[src/rtl/wallace_mult_issue_ctrl_pkg.sv]
// Shared widths and helpers for the Wallace multiplier issue/collect wrapper.
package wallace_pkg;

  localparam int unsigned OP_W      = 32;
  localparam int unsigned PROD_W    = 64;
  localparam int unsigned TAG_W_DEF = 4;

  function automatic int unsigned clog2(input int unsigned v);
    int unsigned r;
    int unsigned x;
    r = 0;
    x = 1;
    while (x < v) begin
      x = x << 1;
      r++;
    end
    return r;
  endfunction

endpackage

[src/rtl/mult_result_fifo.sv]
// Show-ahead result FIFO with a registered head; pointers wrap at DEPTH (any size).
module mult_result_fifo
  import wallace_pkg::*;
#(
  parameter int unsigned DEPTH = 12,
  parameter int unsigned WIDTH = PROD_W + TAG_W_DEF
) (
  input  logic             clk,
  input  logic             clear_n,
  input  logic             wr_en,
  input  logic [WIDTH-1:0] wr_data,
  input  logic             rd_en,
  output logic             rd_valid,
  output logic [WIDTH-1:0] rd_data
);

  localparam int unsigned PW = (DEPTH > 1) ? clog2(DEPTH) : 1;
  localparam int unsigned CW = clog2(DEPTH + 1);

  logic [WIDTH-1:0] mem_q [DEPTH];
  logic [PW-1:0]    rd_q, rd_d, wr_q, wr_d;
  logic [CW-1:0]    cnt_q, cnt_d;
  logic [WIDTH-1:0] head_q, head_d;
  logic             pop;

  function automatic logic [PW-1:0] ptr_inc(input logic [PW-1:0] p);
    return (p == PW'(DEPTH - 1)) ? '0 : p + PW'(1);
  endfunction

  assign pop      = rd_en && (cnt_q != '0);
  assign rd_valid = (cnt_q != '0);
  assign rd_data  = head_q;

  always_comb begin
    rd_d  = pop   ? ptr_inc(rd_q) : rd_q;
    wr_d  = wr_en ? ptr_inc(wr_q) : wr_q;
    cnt_d = cnt_q;
    if (wr_en && !pop)      cnt_d = cnt_q + CW'(1);
    else if (!wr_en && pop) cnt_d = cnt_q - CW'(1);
    // Head tracks the entry at rd_d; bypass write data when that slot is being filled now
    head_d = head_q;
    if (cnt_d != '0) head_d = (wr_en && (rd_d == wr_q)) ? wr_data : mem_q[rd_d];
  end

  always_ff @(posedge clk) begin
    if (!clear_n) begin
      rd_q   <= '0;
      wr_q   <= '0;
      cnt_q  <= '0;
      head_q <= '0;
    end else begin
      rd_q   <= rd_d;
      wr_q   <= wr_d;
      cnt_q  <= cnt_d;
      head_q <= head_d;
    end
  end

  always_ff @(posedge clk) begin
    if (wr_en) mem_q[wr_q] <= wr_data;
  end

endmodule

[src/rtl/wallace_mult_issue_ctrl.sv]
// Issues handshaked operands into a fixed-latency multiplier and collects products in order;
// a credit counter covering in-flight plus stored results keeps the FIFO from overflowing.
module wallace_mult_issue_ctrl
  import wallace_pkg::*;
#(
  parameter int unsigned MULT_LAT = 8,
  parameter int unsigned DEPTH    = 12,
  parameter int unsigned TAG_W    = TAG_W_DEF
) (
  input  logic              clk,
  input  logic              clear_n,
  input  logic              in_valid,
  output logic              in_ready,
  input  logic [OP_W-1:0]   in_a,
  input  logic [OP_W-1:0]   in_b,
  input  logic [TAG_W-1:0]  in_tag,
  output logic [OP_W-1:0]   mul_a,
  output logic [OP_W-1:0]   mul_b,
  input  logic [PROD_W-1:0] mul_product,
  output logic              out_valid,
  input  logic              out_ready,
  output logic [PROD_W-1:0] out_product,
  output logic [TAG_W-1:0]  out_tag
);

  localparam int unsigned CW = clog2(DEPTH + 1);

  logic [CW-1:0]           occ_q, occ_d;
  logic [OP_W-1:0]         mul_a_q, mul_b_q;
  logic [MULT_LAT:0]       vpipe_q;
  logic [TAG_W-1:0]        tpipe_q [MULT_LAT+1];
  logic                    accept, pop;
  logic [PROD_W+TAG_W-1:0] fifo_rd;

  assign in_ready = (occ_q < CW'(DEPTH)) && clear_n;
  assign accept   = in_valid && in_ready;
  assign pop      = out_valid && out_ready;
  assign mul_a    = mul_a_q;
  assign mul_b    = mul_b_q;

  always_comb begin
    occ_d = occ_q;
    if (accept && !pop)      occ_d = occ_q + CW'(1);
    else if (!accept && pop) occ_d = occ_q - CW'(1);
  end

  always_ff @(posedge clk) begin
    if (!clear_n) begin
      occ_q   <= '0;
      mul_a_q <= '0;
      mul_b_q <= '0;
      vpipe_q <= '0;
      for (int unsigned i = 0; i <= MULT_LAT; i++) tpipe_q[i] <= '0;
    end else begin
      occ_q   <= occ_d;
      vpipe_q <= {vpipe_q[MULT_LAT-1:0], accept};
      tpipe_q[0] <= accept ? in_tag : '0;
      for (int unsigned i = 1; i <= MULT_LAT; i++) tpipe_q[i] <= tpipe_q[i-1];
      if (accept) begin
        mul_a_q <= in_a;
        mul_b_q <= in_b;
      end
    end
  end

  mult_result_fifo #(
    .DEPTH(DEPTH),
    .WIDTH(PROD_W + TAG_W)
  ) u_fifo (
    .clk     (clk),
    .clear_n (clear_n),
    .wr_en   (vpipe_q[MULT_LAT]),
    .wr_data ({mul_product, tpipe_q[MULT_LAT]}),
    .rd_en   (out_ready),
    .rd_valid(out_valid),
    .rd_data (fifo_rd)
  );

  assign out_product = fifo_rd[PROD_W+TAG_W-1:TAG_W];
  assign out_tag     = fifo_rd[TAG_W-1:0];

endmodule
[config.mk]
export PLATFORM = sky130hd
export DESIGN_NAME = wallace_mult_issue_ctrl
export DESIGN_NICKNAME = d
export VERILOG_FILES = /design/src/rtl/wallace_mult_issue_ctrl_pkg.sv /design/src/rtl/mult_result_fifo.sv /design/src/rtl/wallace_mult_issue_ctrl.sv
export SDC_FILE = /design/constraint.sdc
export NUM_CORES = 1
export LEC_CHECK = 0
export BUFFER_PORTS_ARGS = -buffer_cell sky130_fd_sc_hd__buf_2
export CORE_ASPECT_RATIO = 1.2
export CORE_MARGIN = 2
export CORE_UTILIZATION = 45
export CTS_CLUSTER_SIZE = 14
export DETAILED_ROUTE_END_ITERATION = 10
export SLEW_MARGIN = 20
export SYNTH_ARGS = -nofsm -noshare
export SYNTH_HDL_FRONTEND = slang
export SYNTH_SLANG_ARGS = --single-unit
[constraint.sdc]
create_clock -name clk -period 6.1 [get_ports clk]
set_input_delay 1.525 -clock clk [delete_from_list [all_inputs] [get_ports clk]]
set_output_delay 1.525 -clock clk [all_outputs]
set_load 0.05 [all_outputs]
# Word-level counts from Yosys, hierarchy flattened
# Memories as Yosys holds them, arrays and structs flattened. A register that Yosys moved wholly into a read port is not among the register bits.
# Cells that the tools add are included.
# totals
output_inout_bits	134
reg_bits	89
in_bits	136
word_cells	62
memories	2
ramBits	852
# op_classes
addsub	6
eq_ne	2
n_lt_le_gt_ge	1
n_reduce_logical	14
bitwise_logic	9
muxes	21
# memory_table
memory	depth	word_bits	read_ports	rd_clocked_by_memory_dff	wr	line_no	source
u_fifo.mem_q	12	68	1	1	1	mult_result_fifo.sv:20	logic [WIDTH-1:0] mem_q [DEPTH];
tpipe_q	9	4	9	0	9	wallace_mult_issue_ctrl.sv:31	logic [TAG_W-1:0] tpipe_q [MULT_LAT+1];
# ops
op	count
$mux W4	17
$add A4 B1 Y4 const B	4
$or A1 B1 Y1	9
$eq A4 B4 Y1 const B	2
$reduce_bool A4 Y1	2
$sub A4 B1 Y4 const B	2
$logic_and A1 B1 Y1	7
$logic_not A1 Y1	4
$lt A4 B4 Y1 const B	1
$mux W1	4
$reduce_bool A2 Y1	1

# Depth between registers and ports, before layout
# depth
depth_word	7
depth_mapped	15
depth_no_buf	13

# Modules after synthesis
# A second synthesis with hierarchy kept.
# unflattened
hier_cells	2853
hier_area_um2	38886.0
# by_module_without_submodules
mod	n_inst	cells_per_inst	seq_area_each_um2	area_each_um2
mult_result_fifo	1	2451	26105.0	35207.5
wallace_mult_issue_ctrl	1	402	2262.2	3678.5

# Worst setup path after synthesis
# OpenSTA, ideal clock, no wires.
# synth_path
kind	reg2reg
startpoint	register vpipe_q[8]
endpoint	memory u_fifo.mem_q[3][0] in the netlist's numbering, enable pin
arrival_time_ps	5641
path_buffers	2
setup_time_ps	580
path_slack_ps	-121
synth_period_minus_slack_ps	6221
stages_incl_launch_ff	5
required_ps	5520
path_cell_list	dfxtp_1 > clkbuf_1 > clkbuf_1 > nand2_1 > nor3_1
# synth_via
elab_chain_len	2
# synth_rtl
element	line_no	source
start, declared	wallace_mult_issue_ctrl.sv:30	logic [MULT_LAT:0] vpipe_q;
start signal, assigned	wallace_mult_issue_ctrl.sv:56	vpipe_q <= {vpipe_q[MULT_LAT-1:0], accept};
$mux W1	mult_result_fifo.sv:60	if (wr_en) mem_q[wr_q] <= wr_data;
$mux W1 (implied by the code)	mult_result_fifo.sv:60	
end, declared	mult_result_fifo.sv:20	
# No other way between the ends.

# Final worst setup path
# layout_path
startpoint	input port clear_n
endpoint	output port in_ready
# layout_via
elab_chain_len	1
# layout_rtl
element	line_no	source
start, declared	wallace_mult_issue_ctrl.sv:11	input logic clear_n,
$logic_and A1 B1 Y1	wallace_mult_issue_ctrl.sv:35	assign in_ready = (occ_q < CW'(DEPTH)) && clear_n;
end, declared	wallace_mult_issue_ctrl.sv:13	output logic in_ready,
# No other way between the ends.

==> impl.org <==
** Global routing
- GR peak layer :: met2
- GR Util met3 :: 3.528%
- Entering global routing, the biggest net connects between 200 and 250 pins.
- Met1 routing resource usage after global routing :: between 30 and 40%
- GR met2 Demand/Resource :: between 40% and 50%
- Global-route wire length before repair :: 194.8 mm
- Antenna violations before repair :: 15
- The via count of the first global-routing pass came to ~32k.
- Global router's overall resource usage :: about 25%
- Overall overflow remaining after global route :: 0

** Floorplanning
- After floorplanning, the core was sized to cover around 0.097 sq mm.
- From bottom edge to top edge, the die measures 346.7 um.
- Die width :: ~290 um
- The initial utilization of the core area, before any placement, comes to ~45%.
- Die Outline Area :: between 0.1 and 0.15 sq mm
- Top-level port count :: 270
- Row generation in the floorplan step produced between 100 and 150 rows.

** Worst setup path
- By startpoint and endpoint, the worst setup path is classified as primary input to output port.
- Top fanout value on the critical path :: 45
- The largest individual stage delay along the critical path comes from the cell a21oi_1.
- Data on the critical path is required at its endpoint by about 4.6 ns.
- Largest stage delay on the critical path :: 0.45 ns
- Endpoint arrival time on the critical path :: 3.01 ns
- Ordered cell list for the critical path :: buf_6 > inv_1 > a21oi_1 > buf_2
- STA classifies the critical path endpoint as an output port.
- Launching element type of the critical path :: primary input

** Routing
- Antenna viol nets, final :: 0
- Average via count per standard cell :: 6.046
- After detailed routing, the total wire length is around 130 mm.
- For this run, design rule violations remaining after detail routing come to 0.
- Routed WL per cell :: ~24 um
- The detailed router finished its first iteration with 3003 violations.
- For this block, the via count after detailed routing is 33.13k.
- Before antenna repair, the detailed router went through 5 iterations.

** CTS
- Counting along the longest clock path gives a buffer depth of 3.
- TritonCTS clock tree :: yes
- Counting the buffers created by CTS gives between 100 and 150.
- CTS root buf :: clkbuf_16
- Post-CTS Setup Bufs :: 0
- Post-CTS repair changed the size of 0 cells.
- Sink count of the clock tree :: 1009
- Quantity of hold-fixing buffers added after cts :: 0
- Later-pin clock latency in the skew report :: about 0.68 ns
- After clock tree synthesis, the clock-pin slew on the worst setup and hold paths is 0.06 ns.
- The clock tree synthesis step divided the H-tree into 3 levels.

** Yosys
- In the synthesized netlist the async set-or-reset flop fraction comes to 0%.
- Sorting the synthesized cells by area gives the leading types as edfxtp_1, nand2_1, dfxtp_1, a21oi_1, a32oi_1.
- In this run, synthesis inferred between 800 and 900 flip-flops with an integrated enable.
- Yosys printed 0 warnings.
- Count of mapped cells out of synthesis :: 4029
- Area share of the largest cell type after synthesis :: a little under three fifths
- Number of distinct library cells after synthesis :: 57
- The biggest area contributor in the post-synthesis netlist is edfxtp_1.
- Flip-flop and latch count after synthesis :: between 1k and 1.5k
- Portion of the post-synthesis area used by sequential elements :: between 60% and 70%
- Post-synthesis instance area :: 0.04404 sq mm
- Syn nets :: 4176
- Leading register cell type out of synthesis :: edfxtp_1
- Syn_area_per_cell :: between 10 and 15 sq um

** Timing
- Final count of negative-setup-slack endpoints :: 0
- Slew at the pin with the worst max-slew slack :: between 1 and 1.5 ns
- On the final layout, the worst hold slack is about 0.43 ns.
- The clock period could shrink to ~4.5 ns.
- Setup total negative slack on the finished layout was measured at 0 ns.
- Fmax :: between 0.2 and 0.25 GHz
- Rel. slew slack :: a little over a fifth
- Dividing the final minimum period by the clock period gives 74.34%.
- The final count of hold timing violations was 0.
- Clock skew :: 0.03581 ns
- Setup repair after global routing missed its margin :: false
- The max-slew violation total from the final report was 0.

** Cells and area
- Summing all flip-flop and latch instances after layout gives between 0.02 and 0.03 sq mm.
- The filler cells instantiated in the layout total around 8.5k.
- In the final layout, the share of cells above drive strength 1 is between 10 and 15%.
- Compared with the post-synthesis result, the final layout area differs by 12.79%.
- Cells fill about half of the core in the end.
- Area occupied by multi-input gates :: around 0.014 sq mm
- Final #Nets :: roughly 4.3k

** Power and ir drop
- Dividing total power by cell area gives a power density of roughly 470 mW/mm^2.
- Summed over all cells, the static leakage comes to around 0.018 uW.
- VDD IR-drop max :: around 0.67 mV

** Placed design
- Port Buffer Count :: 269
- HPWL Detailed :: between 60 and 70 mm
- Last weighted congestion value of the routability-driven placer :: ~0.8

** Min path
- The path class of the tightest hold or removal check is flip-flop to flip-flop.

** Job
- Number of max-capacitance violations reported :: 0

** Outcome
- Run status :: complete, no violations
==> final cells by class <==
cell class              instances  share of cell area (%)
diodes                          8                 0.04030
clock buffers                 161                   6.038
clock inverters                33                  0.5945
inverters                      13                  0.1134
multi-input cells            2664                   29.08
flip-flops and latches       1009                   57.12
well taps                    1270                   3.199
repair buffers                322                   3.816
==> state kept, by name, indices dropped and copies added (netlist names) <==
signal / flops
mul_a: 32
mul_b: 32
occ_q: 4
tpipe_q: 36
u_fifo.cnt_q: 4
u_fifo.mem_q: 816
u_fifo.rd_data: 68
u_fifo.rd_q: 4
u_fifo.wr_q: 4
vpipe_q: 9
==> cell families after synthesis <==
kind of cell	Yosys count	synth area share, %
xor+xnor	13	0.2586
mux	74	1.878
simple gates	1599	15.00
fa+ha+maj	11	0.3296
compound gates	967	14.96
buf+inv	356	3.151
flops	1009	64.42
==> Yosys cell counts, types with 4 or more instances <==
master    count
nand2_1    1219
edfxtp_1    816
a21oi_1     338
clkbuf_1    258
nand3_1     219
dfxtp_1     193
a31oi_1     135
a32oi_1     135
o21ai_0      70
o211ai_1     69
o21a_1       68
o221ai_1     68
nor3_1       63
and2_1       52
buf_1        46
mux2_2       43
o221a_2      40
buf_2        38
o221a_1      28
mux2_1       26
nor2_1       16
inv_1        11
ha_1         10
and3_1        9
xnor2_1       9
mux2i_1       5
nor2b_1       4
xor2_1        4
==> where the power goes <==
group / switching, uW / internal (uW) / leakage [uW]
Sequential: 293 / 7700 / 0.00905
Combinational: 6220 / 2900 / 0.00755
Clock: 2630 / 3540 / 0.00162
Total: 9140 / 14100 / 0.0182
==> worst max-delay path, delay by kind of cell <==
kind,cells,cell delay (ns)
buf+inv,3,1.01
compound gates,1,0.45
==> layer usage <==
metal  up-vias  routed length, um  part of all wire [%]
met1     16500              52370                    41
met2      1364              63560                    49
met4         6               4124                   3.2
met5         -                 37                 0.029
li1      15020                  -                     -
met3       242               8772                   6.8
==> path summary, 6_finish.rpt <==
kind                                       from                  to  slack (ns)  cells after the start
worst min register to register       vpipe_q[7]          vpipe_q[8]        0.43                      1
worst min-delay path                 vpipe_q[7]          vpipe_q[8]        0.43                      1
worst max register to register  u_fifo.cnt_q[0]  u_fifo.rd_data[24]        2.18                     11
worst max-delay path                    clear_n            in_ready        1.56                      4
==> layout by cell type, fill, tap and decap left out, drive strengths merged, types with 18 or more instances in the layout <==
cell    netlist  final
buf          85    322
clkinv        1     27
o21ai        71     71
mux2         69     69
nor3         63     63
dfxtp       193    193
a21oi       339    339
o221ai       68     68
nand2      1219   1219
nand3       219    219
nor2         18     18
clkbuf      258    161
a31oi       135    135
and2         52     52
o211ai       69     69
o21a         68     68
a32oi       135    135
edfxtp      816    816
o221a        68     68
==> stage by stage <==
step                      setup slack (ns)  area, sq um  instances  total power, uW
after floorplan                      1.418        44040       4029            14560
after global placement               1.427        46340       5277            17100
after detailed placement             1.390        46360       5278            17210
after CTS                            1.545        49650       5472            23370
after global routing                 1.369        49660       5477            24450
final                                1.565        49670       5480            23270
Power figures use the tool's default switching activity.
